File: config.mk
export PLATFORM = sky130hd
export DESIGN_NAME = scaler_chain
export DESIGN_NICKNAME = d
export VERILOG_FILES = /design/src/rtl/scaler_chain_pkg.sv /design/src/rtl/scaler_chan_read.sv /design/src/rtl/scaler_chain.sv
export SDC_FILE = /design/constraint.sdc
export NUM_CORES = 1
export LEC_CHECK = 0
export BUFFER_PORTS_ARGS = -buffer_cell sky130_fd_sc_hd__buf_2
export CELL_PAD_IN_SITES_DETAIL_PLACEMENT = 1
export CELL_PAD_IN_SITES_GLOBAL_PLACEMENT = 1
export CORE_MARGIN = 4
export CORE_UTILIZATION = 39
export DETAILED_ROUTE_END_ITERATION = 12
export PLACE_DENSITY = 0.89
export SLEW_MARGIN = 10
export SYNTH_ARGS = -nofsm -noshare
export SYNTH_HDL_FRONTEND = slang
export SYNTH_SLANG_ARGS = --single-unit
File: constraint.sdc
create_clock -name SIM_CLK -period 2.3 [get_ports SIM_CLK]
set_input_delay 0 -clock SIM_CLK [delete_from_list [all_inputs] [get_ports SIM_CLK]]
set_output_delay 0 -clock SIM_CLK [all_outputs]
set_load 0.03 [all_outputs]
File: src/rtl/scaler_chain_pkg.sv
// Shared constants for the scaler chain.
//   SCALER_STAGES  : default highest stage number (stages 2..SCALER_STAGES)
//   SCALER_CHAN_LO : default stage number mapped to bit 0 of the lower channel field
//   SCALER_CHAN_W  : default width of each channel field
package scaler_chain_pkg;

    localparam int unsigned SCALER_STAGES  = 33;
    localparam int unsigned SCALER_CHAN_LO = 6;
    localparam int unsigned SCALER_CHAN_W  = 14;

endpackage

File: src/rtl/scaler_chan_read.sv
// Channel read-out for the scaler chain: read-strobe edge detection, upper-field
// snapshot (snap/snapv) and the registered CHAT/CHBT read data.
// Ports:
//   clk_i      : clock, rising edge
//   rst_ni     : synchronous active-low reset
//   sclr_ni    : active-low scaler clear, invalidates the snapshot
//   rchat_ni   : active-low read strobe, lower field; its falling edge snapshots the upper field
//   rchbt_ni   : active-low read strobe, upper field
//   lo_field_i : live lower channel field of the counter
//   hi_field_i : live upper channel field of the counter
//   chat_o     : registered lower field read data, zero when not read
//   chbt_o     : registered upper field read data (snapshot or live), zero when not read
module scaler_chan_read
    import scaler_chain_pkg::*;
#(
    parameter int unsigned CHAN_W = SCALER_CHAN_W
) (
    input  logic              clk_i,
    input  logic              rst_ni,
    input  logic              sclr_ni,
    input  logic              rchat_ni,
    input  logic              rchbt_ni,
    input  logic [CHAN_W-1:0] lo_field_i,
    input  logic [CHAN_W-1:0] hi_field_i,
    output logic [CHAN_W-1:0] chat_o,
    output logic [CHAN_W-1:0] chbt_o
);

    logic              rchat_q;
    logic              rchbt_q;
    logic              snapv_q;
    logic [CHAN_W-1:0] snap_q;
    logic [CHAN_W-1:0] chat_q;
    logic [CHAN_W-1:0] chbt_q;
    logic              rchat_fall;
    logic              rchbt_rise;

    assign rchat_fall = ~rchat_ni & rchat_q;
    assign rchbt_rise = rchbt_ni & ~rchbt_q;

    always_ff @(posedge clk_i) begin
        if (!rst_ni) begin
            rchat_q <= 1'b1;
            rchbt_q <= 1'b1;
            snapv_q <= 1'b0;
            snap_q  <= '0;
            chat_q  <= '0;
            chbt_q  <= '0;
        end else begin
            rchat_q <= rchat_ni;
            rchbt_q <= rchbt_ni;
            chat_q  <= rchat_ni ? '0 : lo_field_i;

            // A lower-field read starting this cycle captures the same counter
            // sample, so the live field is what the snapshot is about to hold.
            if (rchbt_ni) begin
                chbt_q <= '0;
            end else if (rchat_fall || !snapv_q) begin
                chbt_q <= hi_field_i;
            end else begin
                chbt_q <= snap_q;
            end

            if (rchat_fall) begin
                snap_q <= hi_field_i;
            end

            // Clear beats a fresh capture: a snapshot of the pre-clear count is stale.
            if (!sclr_ni) begin
                snapv_q <= 1'b0;
            end else if (rchat_fall) begin
                snapv_q <= 1'b1;
            end else if (rchbt_rise) begin
                snapv_q <= 1'b0;
            end
        end
    end

    assign chat_o = chat_q;
    assign chbt_o = chbt_q;

endmodule

File: src/rtl/scaler_chain.sv
// Ripple-style scaler chain modelled as a binary counter whose bit i is scaler
// stage i+2, with per-stage rising/falling pulses, a full-scale wrap pulse and
// two channel read ports.
// Ports:
//   SIM_CLK  : sole clock, rising edge
//   SIM_RST_ : synchronous active-low reset
//   FS01_    : active-low tick, one count per cycle held low
//   SCLR_    : active-low synchronous clear, wins over a tick
//   RCHAT_   : active-low read strobe, lower channel field
//   RCHBT_   : active-low read strobe, upper channel field
//   FS       : stage levels, FS[i] is stage i+2
//   FA       : one-cycle pulse per stage on 0->1
//   FB       : one-cycle pulse per stage on 1->0
//   CHAT     : lower channel read data
//   CHBT     : upper channel read data
//   SCOVF    : one-cycle pulse on full-scale wrap by tick
module scaler_chain
    import scaler_chain_pkg::*;
#(
    parameter int unsigned STAGES  = SCALER_STAGES,
    parameter int unsigned CHAN_LO = SCALER_CHAN_LO,
    parameter int unsigned CHAN_W  = SCALER_CHAN_W
) (
    input  logic              SIM_CLK,
    input  logic              SIM_RST_,
    input  logic              FS01_,
    input  logic              SCLR_,
    input  logic              RCHAT_,
    input  logic              RCHBT_,
    output logic [STAGES-2:0] FS,
    output logic [STAGES-2:0] FA,
    output logic [STAGES-2:0] FB,
    output logic [CHAN_W-1:0] CHAT,
    output logic [CHAN_W-1:0] CHBT,
    output logic              SCOVF
);

    localparam int unsigned CntW   = STAGES - 1;
    localparam int unsigned LoBase = CHAN_LO - 2;
    localparam int unsigned HiBase = LoBase + CHAN_W;

    if ((STAGES < 8) || (STAGES > 33) || (CHAN_LO < 2) || (CHAN_W < 1) ||
        (CHAN_LO + 2 * CHAN_W - 1 > STAGES)) begin : gen_param_check
        $error("scaler_chain: illegal STAGES/CHAN_LO/CHAN_W combination");
    end

    logic [CntW-1:0] cnt_q;
    logic [CntW-1:0] cnt_d;
    logic [CntW-1:0] fa_q;
    logic [CntW-1:0] fb_q;
    logic            scovf_q;
    logic            wrap;

    always_comb begin
        cnt_d = cnt_q;
        if (!SCLR_) begin
            cnt_d = '0;
        end else if (!FS01_) begin
            cnt_d = cnt_q + 1'b1;
        end
    end

    // Only a tick can overflow; a clear from all-ones is not a wrap.
    assign wrap = SCLR_ & ~FS01_ & (&cnt_q);

    always_ff @(posedge SIM_CLK) begin
        if (!SIM_RST_) begin
            cnt_q   <= '0;
            fa_q    <= '0;
            fb_q    <= '0;
            scovf_q <= 1'b0;
        end else begin
            cnt_q   <= cnt_d;
            fa_q    <= cnt_d & ~cnt_q;
            fb_q    <= cnt_q & ~cnt_d;
            scovf_q <= wrap;
        end
    end

    assign FS    = cnt_q;
    assign FA    = fa_q;
    assign FB    = fb_q;
    assign SCOVF = scovf_q;

    scaler_chan_read #(
        .CHAN_W (CHAN_W)
    ) u_chan_read (
        .clk_i      (SIM_CLK),
        .rst_ni     (SIM_RST_),
        .sclr_ni    (SCLR_),
        .rchat_ni   (RCHAT_),
        .rchbt_ni   (RCHBT_),
        .lo_field_i (cnt_q[LoBase +: CHAN_W]),
        .hi_field_i (cnt_q[HiBase +: CHAN_W]),
        .chat_o     (CHAT),
        .chbt_o     (CHBT)
    );

endmodule

# Word level (Yosys, flattened, before mapping)
# Index checks and enable logic that the tools add are counted.
# Widths: inputs -> output; s select.
# word_totals
regBits	142
latch_bits	0
ram_bits	0
mem_bits_ro	0
out_inout_bits	125
wordCells	35
n_memories	0
# op_classes
n_addsub	1
n_mul	0
div_mod_pow	0
order_cmp	0
n_eq_ne	0
shifts	0
mux	5
bitwise_logic	12
n_reduce_logical	7
# op_table
operator	n
$and 32x32->32	2
$mux 32	2
$not 32->32	2
$add 32x1->32 const B	1
$reduce_and 32->1	1
$mux 14	1
$and 1x1->1	4
$not 1->1	4
$reduce_or 2->1	2
$mux 1	2
$reduce_and 2->1	1
$reduce_bool 2->1	1
$logic_not 1->1	1
$logic_or 1x1->1	1

# Logic depth before layout (Yosys ltp)
# Gate-level depths: netlist of run 1.
# depth
ltp_word	5
mapped_depth	6
ltp_nobuf	5

# Cells and area by module
# From an unflattened synthesis of run 1, not the netlist that was laid out.
# hier_totals
cells_unflattened	547
hier_area_um2	5077.4
# modules_own_cells
mod	n_inst	cells_each	area_per_inst_um2	seq_area_each_um2
scaler_chain	1	382	3538.4	1941.9
scaler_chan_read	1	165	1539.0	900.9

# Least setup slack after synthesis of run 1
# OpenSTA, ideal clock, no wires.
# synth_timing
kind	register -> register
start	register cnt_q[10], in the netlist FS[10]
end	register fa_q[25], in the netlist FA[25]
setup_ns	0.073
arrival_time_ns	2.113
t_required_ns	2.227
setup_slack_ns	0.114
stages_incl_launch_ff	6
n_path_buf	1
synth_period_minus_slack_ns	2.186
cell_sequence	dfxtp_1 > buf_2 > nand4_2 > or4_4 > or4_4 > nor3b_2
# synth_between
elab_chain_len	4
# synth_rtl
item	line_no	source
start: declaration	scaler_chain.sv:47	logic [CntW-1:0] cnt_q;
start signal: assignment	scaler_chain.sv:73	cnt_q <= cnt_d;
$add 32x1->32	scaler_chain.sv:59	cnt_d = cnt_q + 1'b1;
$mux 32	scaler_chain.sv:58	end else if (!FS01_) begin
$mux 32	scaler_chain.sv:56	if (!SCLR_) begin
$and 32x32->32	scaler_chain.sv:74	fa_q <= cnt_d & ~cnt_q;
end signal: assignment	scaler_chain.sv:74	
end: declaration	scaler_chain.sv:49	logic [CntW-1:0] fa_q;
# Every way passes these cells.
# A chain may end at the register's enable or synchronous reset.

# Final worst setup path of run 1
# layout_timing
start	register cnt_q[11], in the netlist FS[11]
end	register cnt_q[29], in the netlist FS[29]
# layout_between
elab_chain_len	3
# layout_rtl
item	line_no
$add 32x1->32	scaler_chain.sv:59
$mux 32	scaler_chain.sv:58
$mux 32	scaler_chain.sv:56
# Every way passes these cells.

==> impl_metrics.prom, run 1 <==
# TYPE chip_impl_metric gauge
chip_impl_metric{name="clock_tree.htree_level_count",unit=""} 4
chip_impl_metric{name="synth-seq-cells",unit=""} 142
chip_impl_info{name="critical-path-top-delay-family",value="simple AND/OR/NAND/NOR gates"} 1
chip_impl_metric{name="route.vias.total",unit=""} 4810
chip_impl_metric{name="clkTransAtPathRegs",unit="ps"} 60
chip_impl_metric{name="fin_skew",unit="ps"} 8.094
chip_impl_metric{name="place.gp.congestion",unit=""} 0.8867
chip_impl_metric{name="power.clock.fraction",unit=""} 0.552
chip_impl_metric{name="postSynthCellCount",unit=""} 558
chip_impl_metric{name="pin_count_of_the_biggest_net_entering_global_routing",unit=""} 46
chip_impl_metric{name="total_power",unit="mW"} 5.789
chip_impl_metric{name="multi_input_area",unit="um2"} 2049
chip_impl_metric{name="ys_types",unit=""} 44
chip_impl_metric{name="postLayoutCellArea",unit="um2"} 6734
chip_impl_metric{name="grt_antenna_before_repair",unit=""} 0
chip_impl_metric{name="buffer_ports.inserted",unit=""} 130
chip_impl_metric{name="cell_internal_pwr",unit="mW"} 4.644
chip_impl_metric{name="seq_area",unit="um2"} 2843
chip_impl_metric{name="net-switching-power",unit="mW"} 1.145
chip_impl_info{name="clock_tree.root_cell",value="sky130_fd_sc_hd__clkbuf_16"} 1
chip_impl_info{name="synth.top_cells.by_area",value="sky130_fd_sc_hd__dfxtp_1, sky130_fd_sc_hd__nand2_1, sky130_fd_sc_hd__a21oi_1"} 1
chip_impl_metric{name="slew_headroom",unit=""} 0.5046
chip_impl_metric{name="max_slew_vio_count",unit=""} 0
chip_impl_metric{name="first_iter_violations",unit=""} 422
chip_impl_metric{name="cts-buffers-inserted",unit=""} 17
chip_impl_info{name="worst-setup-path-type",value="reg -> reg"} 1
chip_impl_metric{name="worst_slew_pin_slew",unit="ps"} 742.7
chip_impl_metric{name="number_of_drc_violations_after_detailed_routing",unit=""} 0
chip_impl_metric{name="top_level_ports",unit=""} 131
chip_impl_metric{name="clock_sink_count",unit=""} 142
chip_impl_info{name="setup.worst_path.end_class",value="flip-flop"} 1
chip_impl_metric{name="floorplan.die_area",unit="um2"} 14960
chip_impl_metric{name="cellLeakagePower",unit="nW"} 2.910
chip_impl_metric{name="post-dp-hpwl",unit="um"} 11290
chip_impl_metric{name="grt.met3_usage",unit=""} 0.06175
chip_impl_info{name="yosys-top-cells-count",value="sky130_fd_sc_hd__dfxtp_1, sky130_fd_sc_hd__nand2_1, sky130_fd_sc_hd__a21oi_1"} 1
chip_impl_metric{name="detailedRoute.firstPassIterationCount",unit=""} 5
chip_impl_metric{name="timing.critical_path.fanout_max",unit=""} 9
chip_impl_metric{name="start_util",unit=""} 0.4006
chip_impl_info{name="netlist.top_cell.by_area",value="sky130_fd_sc_hd__dfxtp_1"} 1
chip_impl_metric{name="cp.required",unit="ps"} 2650
chip_impl_metric{name="min_period_over_period",unit=""} 0.9987
chip_impl_metric{name="clock.fmax",unit="MHz"} 435.3
chip_impl_metric{name="post-route-worst-setup-slack",unit="ps"} 2.991
chip_impl_info{name="worst_path_max_delay_cell",value="sky130_fd_sc_hd__or4_1"} 1
chip_impl_info{name="dominantRegCellSynth",value="sky130_fd_sc_hd__dfxtp_1"} 1
chip_impl_info{name="cts_tree",value="built"} 1
chip_impl_metric{name="p_comb_frac",unit=""} 0.022
chip_impl_metric{name="met1_usage_grt",unit=""} 0.2970
chip_impl_metric{name="die-width",unit="um"} 122.3
chip_impl_metric{name="avg_wl_per_cell",unit="um"} 20.04
chip_impl_metric{name="cellPowerDensity",unit="nW/um2"} 859.7
chip_impl_metric{name="synth-async-reset-ratio",unit=""} 0
chip_impl_metric{name="row_count",unit=""} 41
chip_impl_info{name="path_cells",value="nand4_2 > or4_1 > nor4_1 > mux2i_1"} 1
chip_impl_metric{name="num-fill-cells",unit=""} 1543
chip_impl_metric{name="grt_util_overall",unit=""} 0.2418
chip_impl_metric{name="height_of_the_die",unit="um"} 122.3
chip_impl_metric{name="first_global_vias",unit=""} 5057
chip_impl_metric{name="syn2layout_area_growth",unit="%"} 32.14
chip_impl_metric{name="antenna_violating_nets_post_route",unit=""} 0
chip_impl_metric{name="finalCriticalPeriod",unit="ps"} 2297
chip_impl_info{name="grt_setup_unrepaired",value="true"} 1
chip_impl_metric{name="placed_cells",unit=""} 846
chip_impl_metric{name="antenna_cells_inserted",unit=""} 0
chip_impl_metric{name="placed_cell_area",unit="um2"} 6000
chip_impl_metric{name="ir_drop_worst_vdd",unit="mV"} 0.5163
chip_impl_metric{name="place_worst_setup_slack",unit="ps"} 138.9
chip_impl_metric{name="core_area",unit="um2"} 12720
chip_impl_metric{name="synth_top_area_share",unit=""} 0.5578
chip_impl_metric{name="timing_hold_violations_final",unit=""} 0
chip_impl_metric{name="path_buf_inv",unit=""} 0
chip_impl_metric{name="post_detailed_routing_wire_length",unit="um"} 17670
chip_impl_metric{name="sequential_area_share_after_synthesis",unit=""} 0.5578
chip_impl_metric{name="synth-edff-count",unit=""} 0
chip_impl_metric{name="report.final.setup_viol",unit=""} 0
chip_impl_metric{name="wire_length_of_the_first_global_routing_pass",unit="um"} 27990
chip_impl_metric{name="worstSkewPairLatency",unit="ps"} 430
chip_impl_metric{name="share_of_layout_cells_above_drive_strength_1",unit=""} 0.2873
chip_impl_metric{name="post_synth.cell_area_avg",unit="um2"} 9.133
chip_impl_metric{name="via_per_inst",unit=""} 5.454
chip_impl_metric{name="clock_path_buffers",unit=""} 2
chip_impl_metric{name="drv.max_cap_violation_count",unit=""} 0
chip_impl_info{name="synth_most_common_cell",value="sky130_fd_sc_hd__dfxtp_1"} 1
chip_impl_info{name="busiest_layer",value="met2"} 1
chip_impl_info{name="run_status",value="finished, final reports clean"} 1
chip_impl_info{name="cp-start-kind",value="flip-flop"} 1
chip_impl_metric{name="hold_ws",unit="ps"} 12.19
chip_impl_metric{name="post-route-util",unit=""} 0.5293
chip_impl_metric{name="layout.nets",unit=""} 704
chip_impl_metric{name="power.share.switching",unit=""} 0.1978
chip_impl_metric{name="p_seq_frac",unit=""} 0.427
chip_impl_metric{name="timing.critical_path.arrival",unit="ps"} 2650
chip_impl_metric{name="netlist_area",unit="um2"} 5096
chip_impl_metric{name="syn-num-nets",unit=""} 565
chip_impl_metric{name="cp_slowest_stage_delay",unit="ps"} 690
chip_impl_metric{name="synth_warnings",unit=""} 0
chip_impl_metric{name="global_route.usage.met2",unit=""} 0.4126
chip_impl_info{name="worst_hold_path_type",value="in -> reg"} 1
chip_impl_metric{name="finalSetupTns",unit="ps"} 0
chip_impl_metric{name="globalRouteOverflowTotal",unit=""} 0
chip_impl_metric{name="final-instance-count-excl-fill",unit=""} 882
state kept, by name, summed over array words and instances (netlist names):
register and flops:
u_chan_read.rchbt_q 1, FA 32, u_chan_read.snapv_q 1, u_chan_read.rchat_q 1, FB 32, u_chan_read.chat_o 14, FS 32, u_chan_read.chbt_o 14
u_chan_read.snap_q 14, SCOVF 1
routing by layer:
| metal | share of wire | up-vias | routed length [um] |
|---|---|---|---|
| met1 | 0.41 | 2382 | 7167 |
| li1 | - | 2186 | - |
| met2 | 0.51 | 198 | 8994 |
| met5 | 0 | - | 0 |
| met4 | 0.023 | 0 | 415 |
| met3 | 0.062 | 44 | 1094 |
worst register-to-register path, cell delays in order, from the launching register on:
cell	delay, ps
sky130_fd_sc_hd__dfxtp_1	460
sky130_fd_sc_hd__nand4_2	250
sky130_fd_sc_hd__or4_1	690
sky130_fd_sc_hd__nor4_1	560
sky130_fd_sc_hd__mux2i_1	250
cells in the final DEF (no fill, tap or decap), types with 4 or more instances in the layout:
master,n
sky130_fd_sc_hd__nor2_1,16
sky130_fd_sc_hd__or3_1,12
sky130_fd_sc_hd__and3_1,8
sky130_fd_sc_hd__o211a_1,5
sky130_fd_sc_hd__buf_2,130
sky130_fd_sc_hd__nand2b_1,10
sky130_fd_sc_hd__nor4_1,13
sky130_fd_sc_hd__clkbuf_8,4
sky130_fd_sc_hd__a21oi_1,49
sky130_fd_sc_hd__o21ai_0,11
sky130_fd_sc_hd__buf_4,31
sky130_fd_sc_hd__inv_1,6
sky130_fd_sc_hd__bufinv_16,6
sky130_fd_sc_hd__clkbuf_16,17
sky130_fd_sc_hd__a21boi_0,14
sky130_fd_sc_hd__and2_1,17
sky130_fd_sc_hd__o31ai_1,5
sky130_fd_sc_hd__mux2i_1,9
sky130_fd_sc_hd__xor2_1,5
sky130_fd_sc_hd__nand3_1,13
sky130_fd_sc_hd__nand4_1,9
sky130_fd_sc_hd__nor3_1,22
sky130_fd_sc_hd__nand2_1,112
sky130_fd_sc_hd__dfxtp_1,142
sky130_fd_sc_hd__xnor2_1,5
sky130_fd_sc_hd__or4_1,5
worst paths after layout:
check                              from                    end  slack (ps)  cells after the start
setup reg to reg                 FS[11]                 FS[29]           3                      4
setup / recovery                 FS[11]                 FS[29]           3                      4
hold / removal                   RCHAT_    u_chan_read.rchat_q          10                      4
hold reg to reg   u_chan_read.snap_q[7]  u_chan_read.chbt_o[7]         460                      2
area by class of cell:
class / instances / share of cell area
multi-input combinational: 366 / 0.3043
inverter: 6 / 0.003344
tap: 172 / 0.03196
sequential: 142 / 0.4221
clock inverter: 10 / 0.03066
clock buffer: 22 / 0.07191
timing repair buffer: 164 / 0.1356
repair_timing:
item | in CTS | in global routing
endpoints found under the setup margin | 0 | 5
hold buffers | 3 | 0
buffers inserted | 0 | 1
resized for setup | 0 | 1
hold endpoints to repair | 10 | 0
power groups by stage:
| stage | clock network, mW | registers (mW) | logic, mW |
|---|---|---|---|
| 6_report | 3.19 | 2.47 | 0.125 |
| 3_3_place_gp | 0 | 2.52 | 0.113 |
| 5_1_grt | 3.34 | 2.47 | 0.134 |
| 4_1_cts | 3.23 | 2.47 | 0.122 |
| 2_1_floorplan | 0 | 2.53 | 0.0705 |
| 3_5_place_dp | 0 | 2.52 | 0.117 |
kinds of logic (layout without fill, tap and decap cells):
| group | count (synthesis) | in the layout | share of synthesized area |
|---|---|---|---|
| AOI/OAI and AO/OA | 87 | 87 | 0.1019 |
| buffers and inverters | 50 | 202 | 0.04125 |
| muxes | 9 | 9 | 0.01768 |
| adders and majority gates | 1 | 1 | 0.002455 |
| xor gates and xnor gates | 10 | 10 | 0.01719 |
| DFF | 142 | 142 | 0.5578 |
| and+or+nand+nor | 259 | 259 | 0.2617 |
No activity file was read; power rests on OpenSTA's default activity.
==> inputs of run 2 (changes only) <==
PLACE_DENSITY = 0.85   (was 0.89)
==> run 2 against run 1 <==
Against the previous run: core utilization shrank 0.70 points; register-to-register slack gained 20 ps; final cell count grew 0.11%; cell area shrank 1.3%; power shrank 6.9%; largest cell class unchanged; largest power group unchanged.
==> impl_metrics.prom, run 2 (synthesis results as in run 1) <==
# TYPE chip_impl_metric gauge
chip_impl_info{name="final_common_cell",value="sky130_fd_sc_hd__dfxtp_1"} 1
chip_impl_metric{name="share_of_layout_cells_above_drive_strength_1",unit=""} 0.2883
chip_impl_metric{name="timing.critical_path.depth",unit=""} 4
chip_impl_metric{name="grt_antenna_before_repair",unit=""} 0
chip_impl_metric{name="antenna_cells_inserted",unit=""} 0
chip_impl_metric{name="globalRouteOverflowTotal",unit=""} 0
chip_impl_metric{name="core_area",unit="um2"} 12720
chip_impl_metric{name="met1Wirelength",unit="um"} 6938
chip_impl_metric{name="report.final.setup_viol",unit=""} 0
chip_impl_metric{name="timing.critical_path.fanout_max",unit=""} 7
chip_impl_metric{name="finalSetupTns",unit="ps"} 0
chip_impl_metric{name="fin_skew",unit="ps"} 11.83
chip_impl_metric{name="height_of_the_die",unit="um"} 122.3
chip_impl_metric{name="met3_routed_length",unit="um"} 991
chip_impl_metric{name="cellLeakagePower",unit="nW"} 2.855
chip_impl_metric{name="power.share.switching",unit=""} 0.2198
chip_impl_metric{name="syn2layout_area_growth",unit="%"} 30.40
chip_impl_metric{name="die-width",unit="um"} 122.3
chip_impl_metric{name="start_util",unit=""} 0.4006
chip_impl_metric{name="avg_wl_per_cell",unit="um"} 19.50
chip_impl_metric{name="depth_of_the_worst_hold_timing_path",unit=""} 4
chip_impl_metric{name="worst_slew_pin_slew",unit="ps"} 766.9
chip_impl_metric{name="first_iter_violations",unit=""} 316
chip_impl_info{name="cts_tree",value="built"} 1
chip_impl_metric{name="detailedRoute.firstPassIterationCount",unit=""} 4
chip_impl_metric{name="pin_count_of_the_biggest_net_entering_global_routing",unit=""} 29
chip_impl_metric{name="top_level_ports",unit=""} 131
chip_impl_metric{name="placed_cell_area",unit="um2"} 6007
chip_impl_metric{name="p_comb_frac",unit=""} 0.024
chip_impl_info{name="setup.worst_path.end_class",value="flip-flop"} 1
chip_impl_metric{name="cp.required",unit="ps"} 2660
chip_impl_metric{name="seq_area",unit="um2"} 2843
chip_impl_metric{name="antenna_violating_nets_post_route",unit=""} 0
chip_impl_metric{name="clkTransAtPathRegs",unit="ps"} 60
chip_impl_metric{name="p_seq_frac",unit=""} 0.458
chip_impl_metric{name="clock.fmax",unit="MHz"} 440.0
chip_impl_metric{name="number_of_drc_violations_after_detailed_routing",unit=""} 0
chip_impl_metric{name="wire_length_of_the_first_global_routing_pass",unit="um"} 26860
chip_impl_metric{name="placed_cells",unit=""} 847
chip_impl_metric{name="via_per_inst",unit=""} 5.348
chip_impl_metric{name="hold_ws",unit="ps"} 34.14
chip_impl_metric{name="final-instance-count-excl-fill",unit=""} 883
chip_impl_metric{name="cell_internal_pwr",unit="mW"} 4.205
chip_impl_metric{name="cellPowerDensity",unit="nW/um2"} 811.0
chip_impl_metric{name="timing_hold_violations_final",unit=""} 0
chip_impl_metric{name="clock_path_buffers",unit=""} 2
chip_impl_metric{name="ir_drop_worst_vdd",unit="mV"} 0.5444
chip_impl_metric{name="multi_input_area",unit="um2"} 2049
chip_impl_info{name="run_status",value="finished, final reports clean"} 1
chip_impl_metric{name="buffer_ports.inserted",unit=""} 130
chip_impl_info{name="mostFrequentLayoutCells",value="sky130_fd_sc_hd__dfxtp_1, sky130_fd_sc_hd__buf_2, sky130_fd_sc_hd__nand2_1, sky130_fd_sc_hd__a21oi_1, sky130_fd_sc_hd__buf_4"} 1
chip_impl_metric{name="num-fill-cells",unit=""} 1555
chip_impl_metric{name="row_count",unit=""} 41
chip_impl_info{name="path_cells",value="nand4_2 > or4_1 > nor4_1 > mux2i_1"} 1
chip_impl_metric{name="post-dp-hpwl",unit="um"} 11520
chip_impl_metric{name="max_slew_vio_count",unit=""} 0
chip_impl_metric{name="clock_sink_count",unit=""} 142
chip_impl_metric{name="finalCriticalPeriod",unit="ps"} 2273
chip_impl_metric{name="layout.nets",unit=""} 705
chip_impl_info{name="critical-path-top-delay-family",value="simple AND/OR/NAND/NOR gates"} 1
chip_impl_info{name="cp-start-kind",value="flip-flop"} 1
chip_impl_info{name="worst-setup-path-type",value="reg -> reg"} 1
chip_impl_info{name="worst_hold_path_type",value="in -> reg"} 1
chip_impl_metric{name="total_power",unit="mW"} 5.390
chip_impl_info{name="dr.max_layer_used",value="met4"} 1
chip_impl_metric{name="slew_headroom",unit=""} 0.4884
chip_impl_metric{name="route.vias.total",unit=""} 4722
chip_impl_metric{name="timing.critical_path.arrival",unit="ps"} 2630
chip_impl_metric{name="grt_util_overall",unit=""} 0.2337
chip_impl_metric{name="worstSkewPairLatency",unit="ps"} 430
chip_impl_metric{name="clock_tree.htree_level_count",unit=""} 4
chip_impl_metric{name="power.clock.fraction",unit=""} 0.518
chip_impl_metric{name="min_period_over_period",unit=""} 0.9881
chip_impl_metric{name="postLayoutCellArea",unit="um2"} 6645
chip_impl_metric{name="cp_slowest_stage_delay",unit="ps"} 700
chip_impl_metric{name="met2WireLength",unit="um"} 8843
chip_impl_metric{name="place.gp.congestion",unit=""} 0.8837
chip_impl_info{name="worst_path_max_delay_cell",value="sky130_fd_sc_hd__or4_1"} 1
chip_impl_metric{name="drv.max_cap_violation_count",unit=""} 0
chip_impl_metric{name="post_detailed_routing_wire_length",unit="um"} 17220
chip_impl_metric{name="path_buf_inv",unit=""} 0
chip_impl_metric{name="r2r.worst_path.cells",unit=""} 4
chip_impl_metric{name="floorplan.die_area",unit="um2"} 14960
chip_impl_metric{name="net-switching-power",unit="mW"} 1.185
chip_impl_metric{name="first_global_vias",unit=""} 4895
chip_impl_metric{name="cts-buffers-inserted",unit=""} 17
chip_impl_info{name="grt_setup_unrepaired",value="true"} 1
chip_impl_info{name="clock_tree.root_cell",value="sky130_fd_sc_hd__clkbuf_16"} 1
-- run 2: layout make-up --
type | count | area share
sequential | 142 | 0.4278
multi-input combinational | 366 | 0.3084
timing repair buffer | 165 | 0.1382
clock buffer | 19 | 0.06515
tap | 172 | 0.03239
clock inverter | 13 | 0.02467
inverter | 6 | 0.003389
-- run 2: power by group through the flow --
stage               Clock [mW]  Combinational (mW)  Sequential [mW]
floorplan                    0              0.0705             2.53
CTS                       2.82               0.127             2.47
global route              2.93               0.138             2.47
detailed placement           0               0.123             2.52
finish                    2.79               0.129             2.47
global placement             0               0.119             2.52
-- run 2: stage by stage --
stage | utilization | setup WS, ps
finish | 0.5223 | 27.27
detailed placement | 0.4722 | 126.9
floorplan | - | 114.2
CTS | 0.5207 | 2.993
global route | 0.5223 | -54.85
global placement | 0.4722 | 261.9
-- run 2: final timing paths --
check                                      startpoint                     to  slack, ps
worst max-delay path                           FS[12]                 FS[31]         30
worst min register to register  u_chan_read.snap_q[4]  u_chan_read.chbt_o[4]        460
worst max register to register                 FS[12]                 FS[31]         30
worst min-delay path                           RCHAT_    u_chan_read.rchat_q         30
-- run 2: worst register-to-register path: cells and delay by family (launching register included) --
kind | cells | cell delay, ps
simple gates | 3 | 1460
flops | 1 | 500
mux | 1 | 230
-- run 2: metal layers --
metal,vias to the layer above,global-route usage
met5,-,0
met1,2342,0.2776
met2,156,0.4036
li1,2184,-
met3,40,0.06037
met4,0,0.09167
-- run 2: timing repair --
item                       in CTS  in global routing
hold buffers                    2                  0
pin swaps                       1                  1
hold endpoints to repair        5                  0
resized for setup               0                  1
cloned                          0                  0
setup endpoints to repair       1                  6
setup buffers                   0                  2
==> inputs of run 3 (changes only) <==
PLACE_DENSITY = unset   (was 0.85)
PLACE_DENSITY_LB_ADDON = 0.1   (was unset)
==> run 3 against run 2 <==
Against the previous run: setup slack better by 100 ps; register-to-register slack improved by 100 ps; worst hold slack improved by 6.6 ps; non-clock buffer count is 2 lower; highest routed layer unchanged; sequential power about the same; first-iteration DRC count decreased by 39%; sequential cell count unchanged.
==> impl_metrics.prom, run 3 (synthesis results as in run 1) <==
# TYPE chip_impl_metric gauge
chip_impl_metric{name="syn2layout_area_growth",unit="%"} 29.17
chip_impl_metric{name="placed_cell_area",unit="um2"} 6005
chip_impl_info{name="setup.worst_path.end_class",value="flip-flop"} 1
chip_impl_metric{name="ir_drop_worst_vdd",unit="mV"} 0.4751
chip_impl_metric{name="finalSetupTns",unit="ps"} 0
chip_impl_info{name="cp-start-kind",value="flip-flop"} 1
chip_impl_metric{name="cellLeakagePower",unit="nW"} 2.835
chip_impl_metric{name="pin_count_of_the_biggest_net_entering_global_routing",unit=""} 46
chip_impl_metric{name="min_period_over_period",unit=""} 0.9435
chip_impl_info{name="mostFrequentLayoutCells",value="sky130_fd_sc_hd__dfxtp_1, sky130_fd_sc_hd__buf_2, sky130_fd_sc_hd__nand2_1, sky130_fd_sc_hd__a21oi_1, sky130_fd_sc_hd__buf_4"} 1
chip_impl_metric{name="detailedRoute.firstPassIterationCount",unit=""} 4
chip_impl_metric{name="die-width",unit="um"} 122.3
chip_impl_metric{name="seq_area",unit="um2"} 2843
chip_impl_metric{name="cp.required",unit="ps"} 2650
chip_impl_metric{name="clock_path_buffers",unit=""} 2
chip_impl_metric{name="row_count",unit=""} 41
chip_impl_info{name="worst_hold_path_type",value="in -> reg"} 1
chip_impl_metric{name="share_of_layout_cells_above_drive_strength_1",unit=""} 0.2835
chip_impl_metric{name="worst_slew_pin_slew",unit="ps"} 817.2
chip_impl_metric{name="buffer_ports.inserted",unit=""} 130
chip_impl_metric{name="multi_input_area",unit="um2"} 2043
chip_impl_metric{name="post-dp-hpwl",unit="um"} 10510
chip_impl_metric{name="antenna_cells_inserted",unit=""} 0
chip_impl_metric{name="place.gp.congestion",unit=""} 0.8023
chip_impl_metric{name="floorplan.die_area",unit="um2"} 14960
chip_impl_metric{name="timing_hold_violations_final",unit=""} 0
chip_impl_metric{name="clock.fmax",unit="MHz"} 460.8
chip_impl_info{name="grt_setup_unrepaired",value="false"} 1
chip_impl_metric{name="max_slew_vio_count",unit=""} 0
chip_impl_metric{name="clock_sink_count",unit=""} 142
chip_impl_info{name="final_common_cell",value="sky130_fd_sc_hd__dfxtp_1"} 1
chip_impl_metric{name="core_area",unit="um2"} 12720
chip_impl_metric{name="top_level_ports",unit=""} 131
chip_impl_info{name="run_status",value="finished, final reports clean"} 1
chip_impl_metric{name="cts_post_setup_buffers_inserted",unit=""} 0
chip_impl_metric{name="cellPowerDensity",unit="nW/um2"} 770.8
chip_impl_info{name="cts_tree",value="built"} 1
chip_impl_metric{name="cts-buffers-inserted",unit=""} 17
chip_impl_metric{name="layout.nets",unit=""} 703
chip_impl_metric{name="timing.critical_path.arrival",unit="ps"} 2520
chip_impl_metric{name="finalCriticalPeriod",unit="ps"} 2170
chip_impl_metric{name="report.final.setup_viol",unit=""} 0
chip_impl_metric{name="start_util",unit=""} 0.4006
chip_impl_metric{name="route.vias.total",unit=""} 4518
chip_impl_info{name="worst-setup-path-type",value="reg -> reg"} 1
chip_impl_metric{name="clkTransAtPathRegs",unit="ps"} 60
chip_impl_metric{name="fin_skew",unit="ps"} 8.177
chip_impl_metric{name="antenna_violating_nets_post_route",unit=""} 0
chip_impl_metric{name="timing.critical_path.fanout_max",unit=""} 8
chip_impl_metric{name="clock_tree.htree_level_count",unit=""} 4
chip_impl_metric{name="first_global_vias",unit=""} 4638
chip_impl_metric{name="grt_antenna_before_repair",unit=""} 0
chip_impl_metric{name="number_of_drc_violations_after_detailed_routing",unit=""} 0
chip_impl_metric{name="via_per_inst",unit=""} 5.128
chip_impl_metric{name="first_iter_violations",unit=""} 193
chip_impl_metric{name="globalRouteOverflowTotal",unit=""} 0
chip_impl_metric{name="grt_util_overall",unit=""} 0.2141
chip_impl_metric{name="num-fill-cells",unit=""} 1545
chip_impl_info{name="clock_tree.root_cell",value="sky130_fd_sc_hd__clkbuf_16"} 1
chip_impl_metric{name="postLayoutCellArea",unit="um2"} 6583
chip_impl_metric{name="post_detailed_routing_wire_length",unit="um"} 15330
chip_impl_metric{name="worstSkewPairLatency",unit="ps"} 420
chip_impl_metric{name="drv.max_cap_violation_count",unit=""} 0
chip_impl_metric{name="wire_length_of_the_first_global_routing_pass",unit="um"} 24850
chip_impl_metric{name="avg_wl_per_cell",unit="um"} 17.40
chip_impl_metric{name="height_of_the_die",unit="um"} 122.3
chip_impl_metric{name="slew_headroom",unit=""} 0.4549
==> run 3: repair_timing <==
action,CTS,global route
endpoints found under the hold margin,18,0
resized for setup,0,0
hold buffers,4,0
==> run 3: final cells by class <==
class,instances,area share
Multi-Input combinational cell,366,0.3104
Inverter,6,0.003421
Clock buffer,21,0.07147
Sequential cell,142,0.4319
Tap cell,172,0.03269
Clock inverter,11,0.01026
Timing Repair Buffer,163,0.1399
==> run 3: stage by stage <==
stage                 util  hold WS, ps  total power, mW  std cells  worst slack (ps)
floorplan                -        198.5            2.599        558             114.2
global placement    0.4720        303.6            2.644        845             331.4
detailed placement  0.4720        296.4            2.646        845             169.0
CTS                 0.5174        24.89            5.134        881             145.8
global route        0.5174        62.23            5.250        881             22.00
finish              0.5174        40.71            5.074        881             130.0
==> run 3: final timing paths <==
kind	from	end	slack [ps]	cells past startpoint
worst max-delay path	FS[6]	FS[27]	130	4
worst min-delay path	RCHAT_	u_chan_read.rchat_q	40	4
worst max register to register	FS[6]	FS[27]	130	4
worst min register to register	u_chan_read.snap_q[12]	u_chan_read.chbt_o[12]	450	2
==> run 3: report_power, final <==
| group | internal, mW | switching, mW | leakage [nW] | total, mW |
|---|---|---|---|---|
| registers | 2.47 | 0.00397 | 1.14 | 2.47 |
| logic | 0.0344 | 0.0934 | 1.43 | 0.128 |
| clock network | 1.45 | 1.03 | 0.256 | 2.48 |
==> run 3: per-layer routing <==
metal,global-route usage,routed length (um)
met1,0.2860,7060
met2,0.3408,7120
met3,0.05392,936
met4,0.06858,211
met5,0,0
==> run 3: critical path: stages (launching register included) <==
cell                      delay (ps)
sky130_fd_sc_hd__dfxtp_1         490
sky130_fd_sc_hd__nand3_2         220
sky130_fd_sc_hd__or4_1           660
sky130_fd_sc_hd__nor4_1          500
sky130_fd_sc_hd__mux2i_1         230
